[src/rtl/bcd_pkg.sv]
// Shared BCD types, constants and subtractor state encoding.
// BCD_SUB_SIGN_MAG_EN adds the COMPLEMENT state used for sign-magnitude output.
package bcd_pkg;

  typedef logic [3:0] bcdDigit_t;

  localparam int BCD_MAX  = 9;
  localparam int BCD_BASE = 10;

  typedef enum logic [1:0] {
    S_IDLE,
    S_RUN,
    S_DONE
`ifdef BCD_SUB_SIGN_MAG_EN
    , S_COMP
`endif
  } subState_t;

endpackage

[src/rtl/bcd_digit_sub.sv]
// Combinational single-digit BCD subtract: diff = a - b - borrowIn, borrowed back into 0..9.
module bcd_digit_sub
  import bcd_pkg::*;
(
  input  logic [3:0] a,
  input  logic [3:0] b,
  input  logic       borrowIn,
  output logic [3:0] diff,
  output logic       borrowOut
);

  logic [4:0] t;

  // t spans -16..15, so bit 4 is the sign; out-of-range digits keep their raw low bits
  always_comb begin
    t         = {1'b0, a} - {1'b0, b} - {4'b0, borrowIn};
    borrowOut = t[4];
    diff      = t[4] ? (t[3:0] + 4'(BCD_BASE)) : t[3:0];
  end

endmodule

[src/rtl/bcd_sub_serial.sv]
// Digit-serial multi-digit BCD subtractor, LSD first, one digit per clock.
// Define BCD_SUB_SIGN_MAG_EN to return negative results as magnitude plus sign flag.
module bcd_sub_serial
  import bcd_pkg::*;
#(
  parameter int DIGITS = 4
) (
  input  logic                clock,
  input  logic                resetN,
  input  logic                startValid,
  output logic                startReady,
  input  logic [4*DIGITS-1:0] a,
  input  logic [4*DIGITS-1:0] b,
  input  logic                borrowIn,
  output logic [4*DIGITS-1:0] diff,
  output logic                borrowOut,
  output logic                negative,
  output logic                invalidDigit,
  output logic                done
);

  localparam int            IW   = (DIGITS > 1) ? $clog2(DIGITS) : 1;
  localparam logic [IW-1:0] LAST = IW'(DIGITS - 1);

  subState_t state, state_nx;

  logic [DIGITS-1:0][3:0] a_q, b_q, diff_q;
  logic [IW-1:0]          idx;
  logic                   borrow;
  bcdDigit_t              op_a, op_b, dig;
  logic                   dig_bo;
  logic                   accept, last;

  assign startReady = (state == S_IDLE) || (state == S_DONE);
  assign done       = (state == S_DONE);
  assign accept     = startValid && startReady;
  assign last       = (idx == LAST);
  assign diff       = diff_q;

  // One digit slice serves both passes; the complement pass computes 0 - diff
  always_comb begin
    op_a = a_q[idx];
    op_b = b_q[idx];
`ifdef BCD_SUB_SIGN_MAG_EN
    if (state == S_COMP) begin
      op_a = '0;
      op_b = diff_q[idx];
    end
`endif
  end

  bcd_digit_sub u_digit (
    .a        (op_a),
    .b        (op_b),
    .borrowIn (borrow),
    .diff     (dig),
    .borrowOut(dig_bo)
  );

  always_comb begin
    state_nx = state;
    case (state)
      S_IDLE: if (accept) state_nx = S_RUN;
      S_RUN: begin
        if (last) begin
`ifdef BCD_SUB_SIGN_MAG_EN
          state_nx = dig_bo ? S_COMP : S_DONE;
`else
          state_nx = S_DONE;
`endif
        end
      end
`ifdef BCD_SUB_SIGN_MAG_EN
      S_COMP: if (last) state_nx = S_DONE;
`endif
      S_DONE:  state_nx = accept ? S_RUN : S_IDLE;
      default: state_nx = S_IDLE;
    endcase
  end

  always_ff @(posedge clock or negedge resetN) begin
    if (!resetN) state <= S_IDLE;
    else         state <= state_nx;
  end

`ifdef BCD_SUB_SIGN_MAG_EN
  logic neg_q;
  assign negative = neg_q;
`else
  assign negative = 1'b0;
`endif

  always_ff @(posedge clock or negedge resetN) begin
    if (!resetN) begin
      a_q          <= '0;
      b_q          <= '0;
      diff_q       <= '0;
      idx          <= '0;
      borrow       <= 1'b0;
      borrowOut    <= 1'b0;
      invalidDigit <= 1'b0;
`ifdef BCD_SUB_SIGN_MAG_EN
      neg_q        <= 1'b0;
`endif
    end else if (accept) begin
      a_q          <= a;
      b_q          <= b;
      idx          <= '0;
      borrow       <= borrowIn;
      invalidDigit <= 1'b0;
`ifdef BCD_SUB_SIGN_MAG_EN
      neg_q        <= 1'b0;
`endif
    end else if (state == S_RUN) begin
      diff_q[idx]  <= dig;
      borrow       <= dig_bo;
      idx          <= idx + 1'b1;
      invalidDigit <= invalidDigit | (op_a > 4'(BCD_MAX)) | (op_b > 4'(BCD_MAX));
      if (last) begin
        borrowOut <= dig_bo;
        idx       <= '0;
        borrow    <= 1'b0;
      end
    end
`ifdef BCD_SUB_SIGN_MAG_EN
    else if (state == S_COMP) begin
      diff_q[idx] <= dig;
      borrow      <= dig_bo;
      idx         <= idx + 1'b1;
      if (last) neg_q <= 1'b1;
    end
`endif
  end

endmodule

[config.mk]
export PLATFORM = sky130hd
export DESIGN_NAME = bcd_sub_serial
export DESIGN_NICKNAME = d
export VERILOG_FILES = /design/src/rtl/bcd_pkg.sv /design/src/rtl/bcd_digit_sub.sv /design/src/rtl/bcd_sub_serial.sv
export SDC_FILE = /design/constraint.sdc
export NUM_CORES = 1
export LEC_CHECK = 0
export CAP_MARGIN = 0
export CELL_PAD_IN_SITES_DETAIL_PLACEMENT = 0
export CELL_PAD_IN_SITES_GLOBAL_PLACEMENT = 1
export CORE_ASPECT_RATIO = 0.75
export CORE_UTILIZATION = 25
export CTS_CLUSTER_SIZE = 10
export DETAILED_ROUTE_END_ITERATION = 10
export DONT_BUFFER_PORTS = 1
export PLACE_DENSITY_LB_ADDON = 0.1
export SETUP_SLACK_MARGIN = 0.1
export SYNTH_ARGS = -nofsm -noshare
export SYNTH_HDL_FRONTEND = slang
export SYNTH_SLANG_ARGS = --single-unit
[constraint.sdc]
create_clock -name clock -period 5 [get_ports clock]
set_input_delay 1 -clock clock [delete_from_list [all_inputs] [get_ports clock]]
set_output_delay 1 -clock clock [all_outputs]
set_load 0.01 [all_outputs]
# ---- Yosys cells after proc, flatten, opt, wreduce, memory -nomap -nowiden
# Index checks and enable logic that the tools add are counted.
dict set report classes {
  addsub 4
  magnitude_cmp 4
  eq_ne 5
  n_mux 20
  bitwise 3
  n_reduce_logical 8
}
# op n
set ops {}
lappend ops {{binary-select mux 4 bit (select 2 bit)} 2}
lappend ops {{bitwise mux 16 bit} 1}
lappend ops {{two-way mux 4 bit} 4}
lappend ops {{two-way mux 2 bit} 5}
lappend ops {{demux 4 bit (select 2 bit)} 1}
lappend ops {{> comparator 4 bit (second input constant)} 2}
lappend ops {{two-way mux 1 bit} 6}
lappend ops {{one-hot mux 2 bit (3 select lines)} 1}
lappend ops {{subtractor 4 x 4 -> 5 bit} 1}
lappend ops {{subtractor 5 x 1 -> 5 bit} 1}
lappend ops {{adder 4 bit (second input constant)} 1}
lappend ops {{== test 2 bit (second input constant)} 2}
lappend ops {{inequality test 2 bit (second input constant)} 2}
lappend ops {{AND reduction 2 bit} 2}
lappend ops {{< comparator 2 x 3 -> 1 bit (second input constant)} 1}
lappend ops {{AND reduction 3 bit} 1}
lappend ops {{adder 2 x 1 -> 2 bit (second input constant)} 1}
lappend ops {{== test 2 x 1 -> 1 bit (second input constant)} 1}
lappend ops {{greater-or-equal comparator 2 x 1 -> 1 bit (second input constant)} 1}
lappend ops {{logical AND 1 bit} 2}
lappend ops {{zero test 2 bit} 1}
lappend ops {{bitwise OR 1 bit} 2}
lappend ops {{nonzero test 2 bit} 1}
lappend ops {{logical OR 1 bit} 1}
lappend ops {{NOT 1 bit} 1}
dict set report totals {
  regBits 55
  input_bits 36
  out_inout_bits 21
  elab_cells 61
}

# ---- Longest topological paths before layout
dict set report logic_depth {
  word_depth 7
  mapped_depth 10
  depth_no_buf 9
}

# ---- Hierarchy
# From an unflattened synthesis, not the netlist that was laid out.
dict set report unflattened {
  hier_cells 249
  hier_area_um2 2648.8
}
# mod instances cells_per_inst area_per_inst_um2 seq_area_each_um2
set by_module_without_submodules {}
lappend by_module_without_submodules {bcd_sub_serial 1 217 2374.8 1376.3}
lappend by_module_without_submodules {bcd_digit_sub 1 32 274.0 0.0}

# ---- Worst setup path after synthesis
# Ideal clock, no wire load.
dict set report synth_timing {
  path_type {register to register}
  from {reg idx[0]}
  to {reg diff_q (netlist bit diff[15])}
  setup_time_ps 82
  arrival_time_ps 3117
  required_ps 4918
  slack_ps 1801
  stages_incl_launch_ff 9
  path_buffers 1
  synth_period_minus_slack_ps 3199
  path_cell_list {dfrtp_1 -> buf_2 -> mux4_1 -> fa_1 -> fa_1 -> a21boi_0 -> o22ai_1 -> a2111o_1 -> a31oi_1}
}
dict set report synth_via {
  elab_chain_cells 7
  elab_cells_between_ends 14
  classes_between {3 x add/sub; 2 x order compare; 8 x mux; 1 x reduce/logical}
}
# item line
set synth_lines {}
lappend synth_lines {{start: declaration} bcd_sub_serial.sv:28} ;# logic [IW-1:0] idx;
lappend synth_lines {{start signal: assignment} bcd_sub_serial.sv:117} ;# idx <= idx + 1'b1;
lappend synth_lines {{binary-select mux 4 bit (select 2 bit) (on tied branches)} {bcd_sub_serial.sv:42, bcd_sub_serial.sv:43}}
lappend synth_lines {{two-way mux 4 bit (on tied branches)} {bcd_sub_serial.sv:42, bcd_sub_serial.sv:43}}
lappend synth_lines {{subtractor 4 x 4 -> 5 bit} bcd_digit_sub.sv:16} ;# t = {1'b0, a} - {1'b0, b} - {4'b0, borrowIn};
lappend synth_lines {{subtractor 5 x 1 -> 5 bit} bcd_digit_sub.sv:16}
lappend synth_lines {{adder 4 bit} bcd_digit_sub.sv:18} ;# diff = t[4] ? (t[3:0] + 4'(BCD_BASE)) : t[3:0];
lappend synth_lines {{two-way mux 4 bit} bcd_digit_sub.sv:18}
lappend synth_lines {{bitwise mux 16 bit *} bcd_sub_serial.sv:115} ;# diff_q[idx] <= dig;
lappend synth_lines {{end signal: indexed assignment} bcd_sub_serial.sv:115}
lappend synth_lines {{end: declaration} bcd_sub_serial.sv:27} ;# logic [DIGITS-1:0][3:0] a_q, b_q, diff_q;
# Every way passes the cells marked *; elsewhere a longest branch is shown, timed or not. The select of a mux whose other input is x is not followed.
# A chain may end at the register's enable or synchronous reset.

# ---- Final worst setup path
dict set report layout_timing {
  from {reg idx[0]}
  to {reg diff_q (netlist bit diff[11])}
}
# Same word-level chain as after synthesis.

==> results.py <==
metrics = {
    "synth": {
        "synth_area_um2": 2645,
        "ys_warn_count": 0,
        "synth_top_area_share": 0.5203,
        "syn_inst": 209,
        "synth_area_leaders": "dfrtp_1, mux2_2, mux4_1, ha_1, o21ai_0",
        "syn_area_per_cell_um2": 12.66,
        "yosysSeqAreaShare": 0.5203,
        "synth_cell_types": 38,
        "synth_fp_nets": 256,
        "yosysTopAreaCell": "dfrtp_1",
        "synth-seq-cells": 55,
    },
    "grt": {
        "grt_max_degree": 56,
        "grtUsageTotal": 0.1176,
        "overflow": 0,
        "grt_pass1_wl_mm": 9.749,
        "grt_pass1_vias": 1676,
        "grt_antenna_before_repair": 0,
    },
    "die": {
        "dieArea_um2": 11000,
        "die_h_um": 91.08,
        "io_pins": 57,
        "start_util": 0.2571,
        "core.rowCount": 32,
        "dieWidth_um": 120.8,
        "core_area_um2": 10290,
    },
    "sta": {
        "maxSlewViolCount": 0,
        "fmaxAchievable_mhz": 277.9,
        "post-route-period-util": 0.7198,
        "setup_viol": 0,
        "rsz0062_at_grt": "no",
        "final.setup.tns_ns": 0,
        "skew_ns": 0.005763,
        "hold_violations": 0,
        "tightestPinTransition_ns": 1.045,
        "finalCriticalPeriod_ns": 3.599,
        "slew_headroom": 0.3017,
    },
    "clocking": {
        "root_buffer": "clkbuf_16",
        "cts_made_buffers": 5,
        "cts_resized": 0,
        "ctsHoldBuffers": 0,
        "worstSkewPairLatency_ns": 0.29,
        "cts_tree": "yes",
        "cts_setup_buffers": 0,
        "cts_max_path_buffers": 2,
        "path_clk_slew_ns": 0.07,
        "cts_sinks": 55,
        "htreeDepth": 2,
    },
    "cells_and_area": {
        "area_growth_syn_to_layout_pct": 10.69,
        "final_common_cell": "dfrtp_1",
        "nets": 256,
        "layout_common_cells": "dfrtp_1, mux2_2, inv_1",
        "antenna_cells": 0,
        "drive_gt1_frac": 0.2048,
        "fillCellCount": 1051,
    },
    "setup_path": {
        "arrival_ns": 3.81,
        "worstSetupEndpointType": "register",
        "cp_max_fo": 17,
        "critical_path_class": "register to register",
        "required_ns": 5.22,
        "cp-start-kind": "register",
    },
    "drt": {
        "drtPass1Iterations": 4,
        "drt_iter0_drc": 85,
        "drt-total-wl_mm": 5.973,
        "vias": 1568,
        "drt_drc_violations_left": 0,
        "viasPerCell": 4.532,
        "wl_per_cell_um": 17.26,
        "antenna_left": 0,
    },
    "place": {
        "gp_congestion": 0.6975,
        "io_buffers": 0,
        "post-dp-hpwl_mm": 4.207,
    },
    "worst_hold_path": {
        "min_path_type": "input pin to asynchronous set/reset pin",
    },
    "run": {
        "maxCapViolCount": 0,
    },
    "outcome": {
        "outcome": "complete, no violations",
    },
}
flip-flops by register name, indices dropped and copies added (netlist names):
signal / flops
invalidDigit: 1
diff: 16
borrowOut: 1
a_q: 16
idx: 2
b_q: 16
borrow: 1
state: 2
synth_stat cells (all sizes together):
cell	number
dfrtp	55
mux2	32
inv	19
nand2	18
o21ai	18
ha	9
buf	7
mux4	7
nor2	5
a31oi	4
mux2i	4
nor2b	4
a21oi	3
fa	2
nand2b	2
xnor2	2
a2111o	1
a21boi	1
a22o	1
a22oi	1
a311oi	1
a32o	1
and3b	1
clkbuf	1
conb	1
nand3	1
nand3b	1
nor4bb	1
o221ai	1
o22a	1
o22ai	1
o311ai	1
or2	1
or4b	1
layout make-up:
cell class              count  area, um2  area share
well taps                 136      170.2     0.05812
clock inverters             2      12.51    0.004274
clock buffers               6      128.9     0.04402
flip-flops and latches     55       1376      0.4701
repair buffers              1      7.507    0.002564
multi-input cells         127       1161      0.3966
inverters                  19      71.32     0.02436
stage by stage:
| step | cells | area, um2 | worst slack (ns) | utilization | hold WS [ns] |
|---|---|---|---|---|---|
| detailed placement | 338 | 2786 | 1.357 | 0.2708 | 0.4922 |
| global route | 346 | 2928 | 1.230 | 0.2845 | 0.3795 |
| floorplan | 209 | 2645 | 1.801 | - | 0.4720 |
| finish | 346 | 2928 | 1.401 | 0.2845 | 0.3983 |
| global placement | 338 | 2786 | 1.441 | 0.2708 | 0.4844 |
| CTS | 346 | 2928 | 1.376 | 0.2845 | 0.3876 |
per-layer routing:
metal,up-vias,share of wire,track usage
met1,777,0.51,0.1656
met2,45,0.40,0.1609
met5,-,0,0
met3,4,0.081,0.05088
met4,0,0.0089,0.03395
li1,742,-,-
final timing paths:
| kind | start | to | slack, ns | cells past startpoint |
|---|---|---|---|---|
| worst max-delay path | idx[0] | diff[11] | 1.40 | 7 |
| worst min-delay path | resetN | a_q[15] | 0.40 | 0 |
| worst max register to register | idx[0] | diff[11] | 1.40 | 7 |
| worst min register to register | a_q[14] | a_q[14] | 0.50 | 1 |
| max in group asynchronous | resetN | diff[14] | 4.46 | 0 |
| min in group clock | a_q[14] | a_q[14] | 0.50 | 1 |
kinds of logic (layout without fill, tap and decap cells):
logic type               after synthesis  in the layout  share of synthesized area
flip-flops                            55             55                     0.5203
multiplexers                          43             43                     0.2209
AO/OA/AOI/OAI                         35             35                    0.08468
AND/OR/NAND/NOR                       35             35                    0.06480
buffers and inverters                 27             28                    0.04352
adder cells (fa/ha/maj)               11             11                    0.05771
XOR/XNOR                               2              2                   0.006624
other                                  1              1                   0.001418
worst max-delay path: stages (launching register included):
cell	delay [ns]
dfrtp_1	0.81
mux4_1	0.68
fa_1	0.46
fa_1	0.47
a21boi_0	0.27
o22ai_1	0.14
a2111o_1	0.50
a31oi_1	0.19
Power is not shown: default switching activity piles up to over one toggle a cycle in this logic, so the estimate is an artifact.
